## config.mk

```make
export PLATFORM = sky130hd
export DESIGN_NAME = pipe_stage_skid_reg_flat
export DESIGN_NICKNAME = d
export VERILOG_FILES = /design/src/rtl/pipe_stage_skid_reg_pkg.sv /design/src/rtl/pipe_stage_skid_reg_if.sv /design/src/rtl/pipe_stage_skid_reg_skid_entry.sv /design/src/rtl/pipe_stage_skid_reg.sv /design/src/flat_wrapper.sv
export SDC_FILE = /design/constraint.sdc
export NUM_CORES = 1
export LEC_CHECK = 0
export ABC_AREA = 1
export CORE_AREA = 2 2 113 115
export CTS_CLUSTER_DIAMETER = 40
export DETAILED_ROUTE_END_ITERATION = 8
export DIE_AREA = 0 0 115 117
export PLACE_DENSITY_LB_ADDON = 0.25
export SLEW_MARGIN = 0
export SYNTH_ARGS = -nofsm -noshare
export SYNTH_HDL_FRONTEND = slang
export SYNTH_SLANG_ARGS = --single-unit
```

## constraint.sdc

```tcl
create_clock -name clk -period 5.32 [get_ports clk]
set_clock_uncertainty 0.1 [all_clocks]
set_input_delay 1.33 -clock clk [delete_from_list [all_inputs] [get_ports clk]]
set_output_delay 1.33 -clock clk [all_outputs]
set_load 0.02 [all_outputs]
```

## src/rtl/pipe_stage_skid_reg_pkg.sv

```systemverilog
// Shared constants, stage indices and the per-cycle action decode for
// pipeline boundary registers.
package pipe_stage_skid_reg_pkg;

    localparam logic        RST_ENABLE = 1'b0;
    localparam logic        STOP       = 1'b1;
    localparam logic        NOT_STOP   = 1'b0;
    localparam logic [31:0] ZEROWORD   = 32'h0000_0000;

    // Values for the STAGE parameter: the upstream side's bit in the stall vector.
    localparam int PIPE_STAGE_IF  = 1;
    localparam int PIPE_STAGE_ID  = 2;
    localparam int PIPE_STAGE_EX  = 3;
    localparam int PIPE_STAGE_MEM = 4;

    typedef enum logic [2:0] {
        ACT_RESET,
        ACT_FLUSH,
        ACT_BUBBLE,
        ACT_HOLD,
        ACT_ADVANCE
    } pipe_action_e;

    // Reset beats flush, flush beats any stall, and stall beats advance.
    function automatic pipe_action_e decode_action(input logic rst_n, input logic flush,
                                                   input logic up, input logic dn);
        pipe_action_e act;
        if (rst_n == RST_ENABLE)              act = ACT_RESET;
        else if (flush)                       act = ACT_FLUSH;
        else if (up == STOP && dn == NOT_STOP) act = ACT_BUBBLE;
        else if (up == STOP)                  act = ACT_HOLD;
        else                                  act = ACT_ADVANCE;
        return act;
    endfunction

endpackage

```

## src/rtl/pipe_stage_skid_reg_if.sv

```systemverilog
// Handshake bundle between the upstream stage, the boundary register and the
// downstream stage.
interface pipe_stage_skid_reg_if #(
    parameter int ADDR_W = 32,
    parameter int DATA_W = 32
);
    logic [5:0]        stall;
    logic              flush;
    logic              if_valid;
    logic [ADDR_W-1:0] if_pc;
    logic [DATA_W-1:0] if_inst;
    logic              id_valid;
    logic [ADDR_W-1:0] id_pc;
    logic [DATA_W-1:0] id_inst;
    logic              skid_full;

    modport master (
        output stall, flush, if_valid, if_pc, if_inst,
        input  id_valid, id_pc, id_inst, skid_full
    );

    modport slave (
        input  stall, flush, if_valid, if_pc, if_inst,
        output id_valid, id_pc, id_inst, skid_full
    );
endinterface

```

## src/rtl/pipe_stage_skid_reg_skid_entry.sv

```systemverilog
// One-entry {pc,inst} holding buffer; load wins over drain so a simultaneous
// drain+load leaves it full with the newer entry.
module skid_entry
    import pipe_stage_skid_reg_pkg::*;
#(
    parameter int ADDR_W = 32,
    parameter int DATA_W = 32
) (
    input  logic              clk,
    input  logic              rst,
    input  logic              load,
    input  logic              drain,
    input  logic              clear,
    input  logic [ADDR_W-1:0] in_pc,
    input  logic [DATA_W-1:0] in_inst,
    output logic              valid,
    output logic [ADDR_W-1:0] out_pc,
    output logic [DATA_W-1:0] out_inst
);

    always_ff @(posedge clk) begin
        if (rst == RST_ENABLE || clear) begin
            valid    <= 1'b0;
            out_pc   <= '0;
            out_inst <= '0;
        end else if (load) begin
            valid    <= 1'b1;
            out_pc   <= in_pc;
            out_inst <= in_inst;
        end else if (drain) begin
            valid    <= 1'b0;
        end
    end

endmodule

```

## src/rtl/pipe_stage_skid_reg.sv

```systemverilog
// Pipeline boundary register with flush, bubble, hold and an optional
// one-entry skid buffer that catches data arriving while the stage is stalled.
module pipe_stage_skid_reg
    import pipe_stage_skid_reg_pkg::*;
#(
    parameter int ADDR_W  = 32,
    parameter int DATA_W  = 32,
    parameter int STAGE   = PIPE_STAGE_IF,
    parameter bit SKID_EN = 1'b1
) (
    input logic                 clk,
    input logic                 rst,
    pipe_stage_skid_reg_if.slave bus
);

    pipe_action_e      act;
    logic              stalled;
    logic              skid_valid;
    logic [ADDR_W-1:0] skid_pc;
    logic [DATA_W-1:0] skid_inst;
    logic              id_valid_q;
    logic [ADDR_W-1:0] id_pc_q;
    logic [DATA_W-1:0] id_inst_q;
    logic              unused_stall;

    assign unused_stall = ^bus.stall;

    always_comb begin
        act     = decode_action(rst, bus.flush, bus.stall[STAGE], bus.stall[STAGE+1]);
        stalled = (act == ACT_BUBBLE) || (act == ACT_HOLD);
    end

    generate
        if (SKID_EN) begin : g_skid
            logic skid_load;
            logic skid_drain;
            logic skid_clear;

            // Capture while stalled into an empty entry, or refill while draining so
            // the newer beat queues behind the one leaving; a stalled beat that finds
            // the entry occupied is dropped and the older entry kept.
            always_comb begin
                skid_drain = (act == ACT_ADVANCE) && skid_valid;
                skid_load  = bus.if_valid && ((stalled && !skid_valid) || skid_drain);
                skid_clear = (act == ACT_FLUSH);
            end

            skid_entry #(
                .ADDR_W (ADDR_W),
                .DATA_W (DATA_W)
            ) u_skid (
                .clk      (clk),
                .rst      (rst),
                .load     (skid_load),
                .drain    (skid_drain),
                .clear    (skid_clear),
                .in_pc    (bus.if_pc),
                .in_inst  (bus.if_inst),
                .valid    (skid_valid),
                .out_pc   (skid_pc),
                .out_inst (skid_inst)
            );
        end else begin : g_no_skid
            assign skid_valid = 1'b0;
            assign skid_pc    = '0;
            assign skid_inst  = '0;
        end
    endgenerate

    always_ff @(posedge clk) begin
        case (act)
            ACT_RESET, ACT_FLUSH, ACT_BUBBLE: begin
                id_valid_q <= 1'b0;
                id_pc_q    <= '0;
                id_inst_q  <= '0;
            end
            ACT_HOLD: begin
                id_valid_q <= id_valid_q;
                id_pc_q    <= id_pc_q;
                id_inst_q  <= id_inst_q;
            end
            default: begin
                // A buffered entry always leaves before the beat presented this cycle.
                if (skid_valid) begin
                    id_valid_q <= 1'b1;
                    id_pc_q    <= skid_pc;
                    id_inst_q  <= skid_inst;
                end else begin
                    id_valid_q <= bus.if_valid;
                    id_pc_q    <= bus.if_valid ? bus.if_pc   : '0;
                    id_inst_q  <= bus.if_valid ? bus.if_inst : '0;
                end
            end
        endcase
    end

    assign bus.id_valid  = id_valid_q;
    assign bus.id_pc     = id_pc_q;
    assign bus.id_inst   = id_inst_q;
    assign bus.skid_full = skid_valid;

endmodule

```

## src/flat_wrapper.sv

```systemverilog
// flat-port wrapper written by rule: the top's interface ports become plain ports
module pipe_stage_skid_reg_flat import pipe_stage_skid_reg_pkg::*;
#(
    parameter int ADDR_W  = 32,
    parameter int DATA_W  = 32,
    parameter int STAGE   = PIPE_STAGE_IF,
    parameter bit SKID_EN = 1'b1
)
  (clk, rst, bus_stall, bus_flush, bus_if_valid, bus_if_pc, bus_if_inst, bus_id_valid, bus_id_pc, bus_id_inst, bus_skid_full);
  pipe_stage_skid_reg_if #(.ADDR_W(ADDR_W), .DATA_W(DATA_W)) bus_i ();
  input logic clk;
  input logic rst;
  input wire logic [$bits(bus_i.stall)-1:0] bus_stall;
  input wire logic [$bits(bus_i.flush)-1:0] bus_flush;
  input wire logic [$bits(bus_i.if_valid)-1:0] bus_if_valid;
  input wire logic [$bits(bus_i.if_pc)-1:0] bus_if_pc;
  input wire logic [$bits(bus_i.if_inst)-1:0] bus_if_inst;
  output wire logic [$bits(bus_i.id_valid)-1:0] bus_id_valid;
  output wire logic [$bits(bus_i.id_pc)-1:0] bus_id_pc;
  output wire logic [$bits(bus_i.id_inst)-1:0] bus_id_inst;
  output wire logic [$bits(bus_i.skid_full)-1:0] bus_skid_full;
  assign bus_i.stall = bus_stall;
  assign bus_i.flush = bus_flush;
  assign bus_i.if_valid = bus_if_valid;
  assign bus_i.if_pc = bus_if_pc;
  assign bus_i.if_inst = bus_if_inst;
  assign bus_id_valid = bus_i.id_valid;
  assign bus_id_pc = bus_i.id_pc;
  assign bus_id_inst = bus_i.id_inst;
  assign bus_skid_full = bus_i.skid_full;
  pipe_stage_skid_reg #(.ADDR_W(ADDR_W), .DATA_W(DATA_W), .STAGE(STAGE), .SKID_EN(SKID_EN)) u_core (.clk(clk), .rst(rst), .bus(bus_i));
endmodule
```

== Yosys cells after proc, flatten, opt, wreduce, memory -nomap -nowiden ==
Index checks and enable logic that the tools add are counted.

* Equality and inequality tests: 4
* Mux-type cells: 14
* Bitwise gates (word level): 2
* Reductions and logical operators: 11

{| class="wikitable"
|+ Operators with widths
! kind !! number
|-
| $mux W32 || 4
|-
| $pmux W32 S2 || 2
|-
| $mux W3 || 4
|-
| $eq A3 B2 Y1 const B || 2
|-
| $logic_and A1 B1 Y1 || 4
|-
| $eq A3 B1 Y1 const B || 1
|-
| $eq A3 B3 Y1 const B || 1
|-
| $logic_not A3 Y1 || 1
|-
| $logic_or A1 B1 Y1 || 3
|-
| $mux W1 || 3
|-
| $reduce_or A3 Y1 || 1
|-
| $not A1 Y1 || 2
|-
| $pmux W1 S2 || 1
|-
| $reduce_bool A2 Y1 || 1
|-
| $logic_not A1 Y1 || 1
|}

* Flip-flop bits (word level): 130
* Input port bits: 74
* Output and inout bits: 66
* Logic and storage cells: 37

== Longest topological paths before layout ==
Gate-level depths: netlist of the first run.

* Word-level depth: 11
* Mapped depth: 9
* Mapped depth without buffers: 7

== Hierarchy ==
Synthesis of the first run repeated with hierarchy kept, for this count alone.

* Cell total of the unflattened synthesis: 717
* Area, all modules: 6,002.0 um2

{| class="wikitable"
|+ Modules (own cells, without submodules)
! module !! instances !! cells each !! area each (um2) !! seq. area each (um2)
|-
| pipe_stage_skid_reg || 1 || 433 || 3,527.1 || 1,951.9
|-
| skid_entry || 1 || 284 || 2,474.9 || 1,301.2
|}

== Worst setup path before layout of the first run ==
Ideal clock, no wire load.

* Kind: in2reg
* From: input bus_flush
* To: register u_core.id_inst_q[0] (netlist: u_core.bus.id_inst[0]), enable pin
* Library setup time: 0.867 ns
* Arrival: 3.364 ns
* Data required time: 4.353 ns
* Slack: 0.989 ns
* Stages: 6
* Path buffers: 2
* Cells stage by stage: inv_1 -> nand2_1 -> inv_1 -> buf_2 -> buf_2 -> nand3_1

* Word-level cells in the longest chain between the ends: 3

{| class="wikitable"
|+ RTL lines
! what !! line !! text
|-
| start, declared || flat_wrapper.sv:14 || <nowiki>input wire logic [$bits(bus_i.flush)-1:0] bus_flush;</nowiki>
|-
| $mux W3 || pipe_stage_skid_reg_pkg.sv:29 || <nowiki>else if (flush) act = ACT_FLUSH;</nowiki>
|-
| $mux W3 || pipe_stage_skid_reg_pkg.sv:28 || <nowiki>if (rst_n == RST_ENABLE) act = ACT_RESET;</nowiki>
|-
| $eq A3 B2 Y1 || pipe_stage_skid_reg.sv:71 || <nowiki>case (act)</nowiki>
|-
| end signal, assigned || pipe_stage_skid_reg.sv:80 || <nowiki>id_inst_q <= id_inst_q;</nowiki>
|-
| end signal, assigned || pipe_stage_skid_reg.sv:87 || <nowiki>id_inst_q <= skid_inst;</nowiki>
|-
| end signal, assigned || pipe_stage_skid_reg.sv:91 || <nowiki>id_inst_q <= bus.if_valid ? bus.if_inst : '0;</nowiki>
|-
| end, declared || pipe_stage_skid_reg.sv:23 || <nowiki>logic [DATA_W-1:0] id_inst_q;</nowiki>
|}

Every way passes these cells.
A chain may end at the register's enable or synchronous reset.

== Final worst setup path of the first run ==
* From: register u_core.g_skid.u_skid.valid
* To: output bus_skid_full

{| class="wikitable"
|+ RTL lines
! what !! line !! text
|-
| start, declared || pipe_stage_skid_reg_skid_entry.sv:16 || <nowiki>output logic valid,</nowiki>
|-
| start signal, assigned || pipe_stage_skid_reg_skid_entry.sv:23 || <nowiki>valid <= 1'b0;</nowiki>
|-
| start signal, assigned || pipe_stage_skid_reg_skid_entry.sv:27 || <nowiki>valid <= 1'b1;</nowiki>
|-
| start signal, assigned || pipe_stage_skid_reg_skid_entry.sv:31 || <nowiki>valid <= 1'b0;</nowiki>
|-
| end, declared || flat_wrapper.sv:21 || <nowiki>output wire logic [$bits(bus_i.skid_full)-1:0] bus_skid_full;</nowiki>
|}

No word-level cell between the ends.

==> out/metrics.yaml, run 1 <==
slew_headroom_pct: 31.80
initial_core_util_pct: 48.97
syn_area_per_cell_sq_um: 7.820
critPathLaunch: "u_core.g_skid.u_skid.valid"
fmax_mhz: 272.1
grt_max_degree: 96
leakagePower_nw: 3.777
fp.dieArea_sq_mm: 0.01346
syn_nets: 845
place_hpwl_um: 8189
synth-seq-cells: 130
cp-endpoint: "bus_skid_full"
cts_buffers: 17
crit_family: "flip-flops"
critPathLaunchType: "flop"
final_cell_mix: "230 x nor2_1, 158 x nand2_1, 135 x clkdlybuf4s50_1"
grt_overflow: 0
die_x_um: 115
h-tree-depth: 4
yosysWarnings: 0
cts_hold_buf: 0
cts-root-buf: "clkbuf_16"
end_kind: "primary output"
rrSetupSlack_ns: 2.11
antenna_found_initial: 0
final_common_cell: "nor2_1"
syn2layout_area_growth_pct: 30.23
power.total_w: 0.002463
rows: 41
gp_congestion: 0.7252
rr_worst_depth: 7
reg2reg_to: "u_core.g_skid.u_skid.out_pc[24]"
nNetsFinal: 953
ant_nets: 0
cts.clk_slew.worst_paths_ns: 0.06
cts_tree: "done"
cts_sinks: 130
grt_usage_pct: 20.89
ir_drop_mv: 0.1758
drc: 0
cp.required_ns: 3.89
hold-worst-slack_ns: 0.3720
setup_viol: 0
io_buffers: 135
hold_class: "reg -> reg"
synth_area_sq_mm: 0.006030
crit_cells: 1
worstMarginPinSlew_ns: 1.019
power_density_mw_per_mm2: 313.7
antenna_cells: 0
cts_setup_buffers: 0
status: "complete, no violations"
yosys.area.top_type: "edfxtp_1"
drt_iter0_drc: 344
r2r-start: "u_core.g_skid.u_skid.valid"
finalMaxSlewViolations: 0
period_needed_ns: 3.675
ys_seq_area_share_pct: 53.95
avgRoutedWirePerCell_um: 13.33
crit_path_cell_trace: "clkdlybuf4s50_1"
worstSkewPairLatency_ns: 0.42
core_area_sq_mm: 0.01231
cp_data_arrival_time_ns: 2.24
cp_num_buf_inv: 1
synth.area.top_cells: "edfxtp_1 32%, dfxtp_1 22%, nor2_1 14%, nand2_1 10%, inv_1 5.9%"
netlist.area_leader.share_pct: 32.37
post_cts_resized: 0
drive_gt1_share_pct: 4.709
ios: 140
grt_pass1_wl_um: 21980
fin_ws_ns: 1.645
finalHoldViolations: 0
num_vias: 5112
rsz0062_at_grt: "no"
max_cap_violations: 0
dr.pass1.iters: 6
cp_max_fo: 95
synthCells: 771
viasPerCell: 4.906
slowest_delay_ns: 1.03
post-route-period-util_pct: 69.07
slowest_stage: "dfxtp_4"
setup-tns-final_ns: 0
place_ws_ns: 1.603
clockBufferDepth: 2
grt_pass1_vias: 4781
timing_worst_setup_path_type: "reg -> out"
die_h_um: 117
synth_cell_types: 16
min_path_cells: 2
totalWireLength_um: 13890
==> cell families after synthesis <==
| logic type | share of synthesized area [%] |
|---|---|
| AO/OA/AOI/OAI | 5.478 |
| buffers and inverters | 11.45 |
| flip-flops | 53.95 |
| AND/OR/NAND/NOR | 29.11 |
==> metal layers <==
layer | GRT usage (%) | share of wire, %
met5 | 0 | 0
met4 | 9.237 | 2.3
met3 | 6.231 | 6.5
met2 | 35.25 | 48
met1 | 24.88 | 43
==> final cells by class <==
type,count,area (sq um)
Fill cell,1056,4459
Sequential cell,130,3257
Multi-Input combinational cell,495,2110
Timing Repair Buffer,139,1381
Clock buffer,21,470.5
Inverter,96,360.3
Tap cell,150,187.7
Clock inverter,11,86.33
==> flip-flops by register name (all words and copies together) (netlist names) <==
register / cells
u_core.g_skid.u_skid.out_inst: 32
u_core.bus.id_pc: 32
u_core.g_skid.u_skid.valid: 1
u_core.g_skid.u_skid.out_pc: 32
u_core.bus.id_valid: 1
u_core.bus.id_inst: 32
==> stage by stage <==
step | instances | cell area [sq um] | util [%]
floorplan | 771 | 6030 | -
global placement | 1010 | 7296 | 59.26
detailed placement | 1010 | 7296 | 59.26
CTS | 1042 | 7853 | 63.78
global route | 1042 | 7853 | 63.78
finish | 1042 | 7853 | 63.78
==> power by group <==
part | internal [W] | switching (W) | leakage (nW) | total (W)
sequential | 0.00108 | 0.0000182 | 1.30 | 0.00110
combinational | 0.000127 | 0.000146 | 2.21 | 0.000273
clock | 0.000671 | 0.000418 | 0.272 | 0.00109
total | 0.00188 | 0.000582 | 3.78 | 0.00246
==> worst min-delay path by stage <==
stage | start | endpoint | slack [ns]
after CTS | u_core.g_skid.u_skid.out_pc[31] | u_core.g_skid.u_skid.out_pc[31] | 0.38
after detailed placement | u_core.g_skid.u_skid.out_pc[31] | u_core.g_skid.u_skid.out_pc[31] | 0.37
after global placement | u_core.g_skid.u_skid.out_pc[31] | u_core.g_skid.u_skid.out_pc[31] | 0.35
final | u_core.g_skid.u_skid.out_pc[31] | u_core.g_skid.u_skid.out_pc[31] | 0.37
after floorplan | u_core.g_skid.u_skid.out_pc[31] | u_core.g_skid.u_skid.out_pc[31] | 0.34
after global routing | u_core.g_skid.u_skid.out_inst[9] | u_core.g_skid.u_skid.out_inst[9] | 0.41
==> worst reg2reg max path: cells and delay by family (launching register included) <==
family                 cells  cell delay (ns)
AND/OR/NAND/NOR            6             1.36
flip-flops                 1             1.03
buffers and inverters      1             0.61
==> cell usage after synthesis <==
master,n
o31ai_1,1
inv_1,95
buf_6,11
buf_4,6
dfxtp_1,65
edfxtp_1,65
nand3_1,3
nor2_2,1
a21oi_1,63
nand3b_1,36
inv_2,1
buf_2,30
nand2_1,160
nor2_1,230
clkbuf_1,3
o21a_1,1
No activity file was read; power rests on OpenSTA's default activity.
==> run 2: changes to the inputs <==
clock period = 3.4 ns   (was 5.32 ns; I/O delays follow)
==> out/metrics.yaml, run 2 (synthesis results as in run 1) <==
fmax_mhz: 383.6
drive_gt1_share_pct: 5.351
grt_usage_pct: 21.42
core_area_sq_mm: 0.01231
drt_iter0_drc: 332
ios: 140
grt_max_degree: 74
multi_input_area_sq_mm: 0.002110
drc: 0
hold-worst-slack_ns: 0.3780
grt_pass1_vias: 4811
die_x_um: 115
cts_setup_buffers: 0
totalWireLength_um: 13880
initial_core_util_pct: 48.97
cp.required_ns: 3.59
rows: 41
nNetsFinal: 958
cts.clk_slew.worst_paths_ns: 0.05
period_needed_ns: 2.607
status: "complete, no violations"
gp_congestion: 0.7471
setup_viol: 0
antenna_found_initial: 0
leakagePower_nw: 3.834
ant_nets: 0
power_density_mw_per_mm2: 493.6
slew_headroom_pct: 47.09
nFillCells: 1017
place_hpwl_um: 8721
post-route-period-util_pct: 76.67
fin_ws_ns: 0.7931
end_kind: "flop"
num_vias: 5141
io_buffers: 135
fp.dieArea_sq_mm: 0.01346
cp_max_fo: 37
grt_overflow: 0
dr.pass1.iters: 7
worstMarginPinSlew_ns: 0.7937
worstSkewPairLatency_ns: 0.41
die_h_um: 117
utilization_pct: 64.40
finalMaxSlewViolations: 0
cts_sinks: 130
viasPerCell: 4.910
post_cts_resized: 0
syn2layout_area_growth_pct: 31.50
clockBufferDepth: 2
cts_tree: "done"
final_common_cell: "nor2_1"
hold_class: "reg -> reg"
place_ws_ns: 0.3586
cts_hold_buf: 0
antenna_cells: 0
critPathLaunchType: "primary input"
seq_area_sq_mm: 0.003257
cp_data_arrival_time_ns: 2.79
finalHoldViolations: 0
final_cell_mix: "230 x nor2_1, 158 x nand2_1, 135 x clkdlybuf4s50_1"
max_cap_violations: 0
ir_drop_mv: 0.3005
timing_worst_setup_path_type: "in -> reg"
grt_pass1_wl_um: 22360
cts-root-buf: "clkbuf_16"
setup-tns-final_ns: 0
avgRoutedWirePerCell_um: 13.26
cts_buffers: 17
rsz0062_at_grt: "no"
h-tree-depth: 4
## run 2: final cells by class
cell class	count	share of cell area (%)
tap	150	2.367
clock buffer	22	6.391
clock inverter	10	0.9626
multi-input combinational	495	26.61
sequential	130	41.08
timing repair buffer	144	18.05
inverter	96	4.545
## run 2: path summary, 6_finish.rpt
path / from / to / slack, ns / cells after the start
worst min-delay path: u_core.g_skid.u_skid.out_pc[31] / u_core.g_skid.u_skid.out_pc[31] / 0.38 / 2
worst max register to register: u_core.g_skid.u_skid.valid / u_core.g_skid.u_skid.out_inst[9] / 0.99 / 7
worst max-delay path: rst / u_core.bus.id_inst[8] / 0.79 / 7
worst min register to register: u_core.g_skid.u_skid.out_pc[31] / u_core.g_skid.u_skid.out_pc[31] / 0.38 / 2
## run 2: report_power, final
group	switching, W	leakage, nW	total [W]	internal, W
logic	0.000236	2.24	0.000437	0.000201
registers	0.0000216	1.30	0.00172	0.00169
clock network	0.000641	0.300	0.00176	0.00112
## run 2: critical path, cell delays in order
cell	delay, ns
clkdlybuf4s50_1	0.46
nand2_1	0.15
nor2_1	0.15
o21a_2	0.67
buf_4	0.35
nand2_1	0.09
inv_1	0.06
## run 2: per-stage QoR
stage	power (W)	std cells	cell area, sq um
2_1_floorplan	0.001991	771	6035
3_3_place_gp	0.002173	1015	7346
3_5_place_dp	0.002185	1015	7346
4_1_cts	0.003946	1047	7929
5_1_grt	0.004066	1047	7929
6_report	0.003914	1047	7929
## run 2: routing by layer
metal | share of wire (%) | vias up | global-route usage (%)
met1 | 41 | 2372 | 24.95
met4 | 2.3 | 0 | 9.639
li1 | - | 2591 | -
met2 | 50 | 151 | 37.18
met5 | 0 | - | 0
met3 | 6.1 | 27 | 5.767
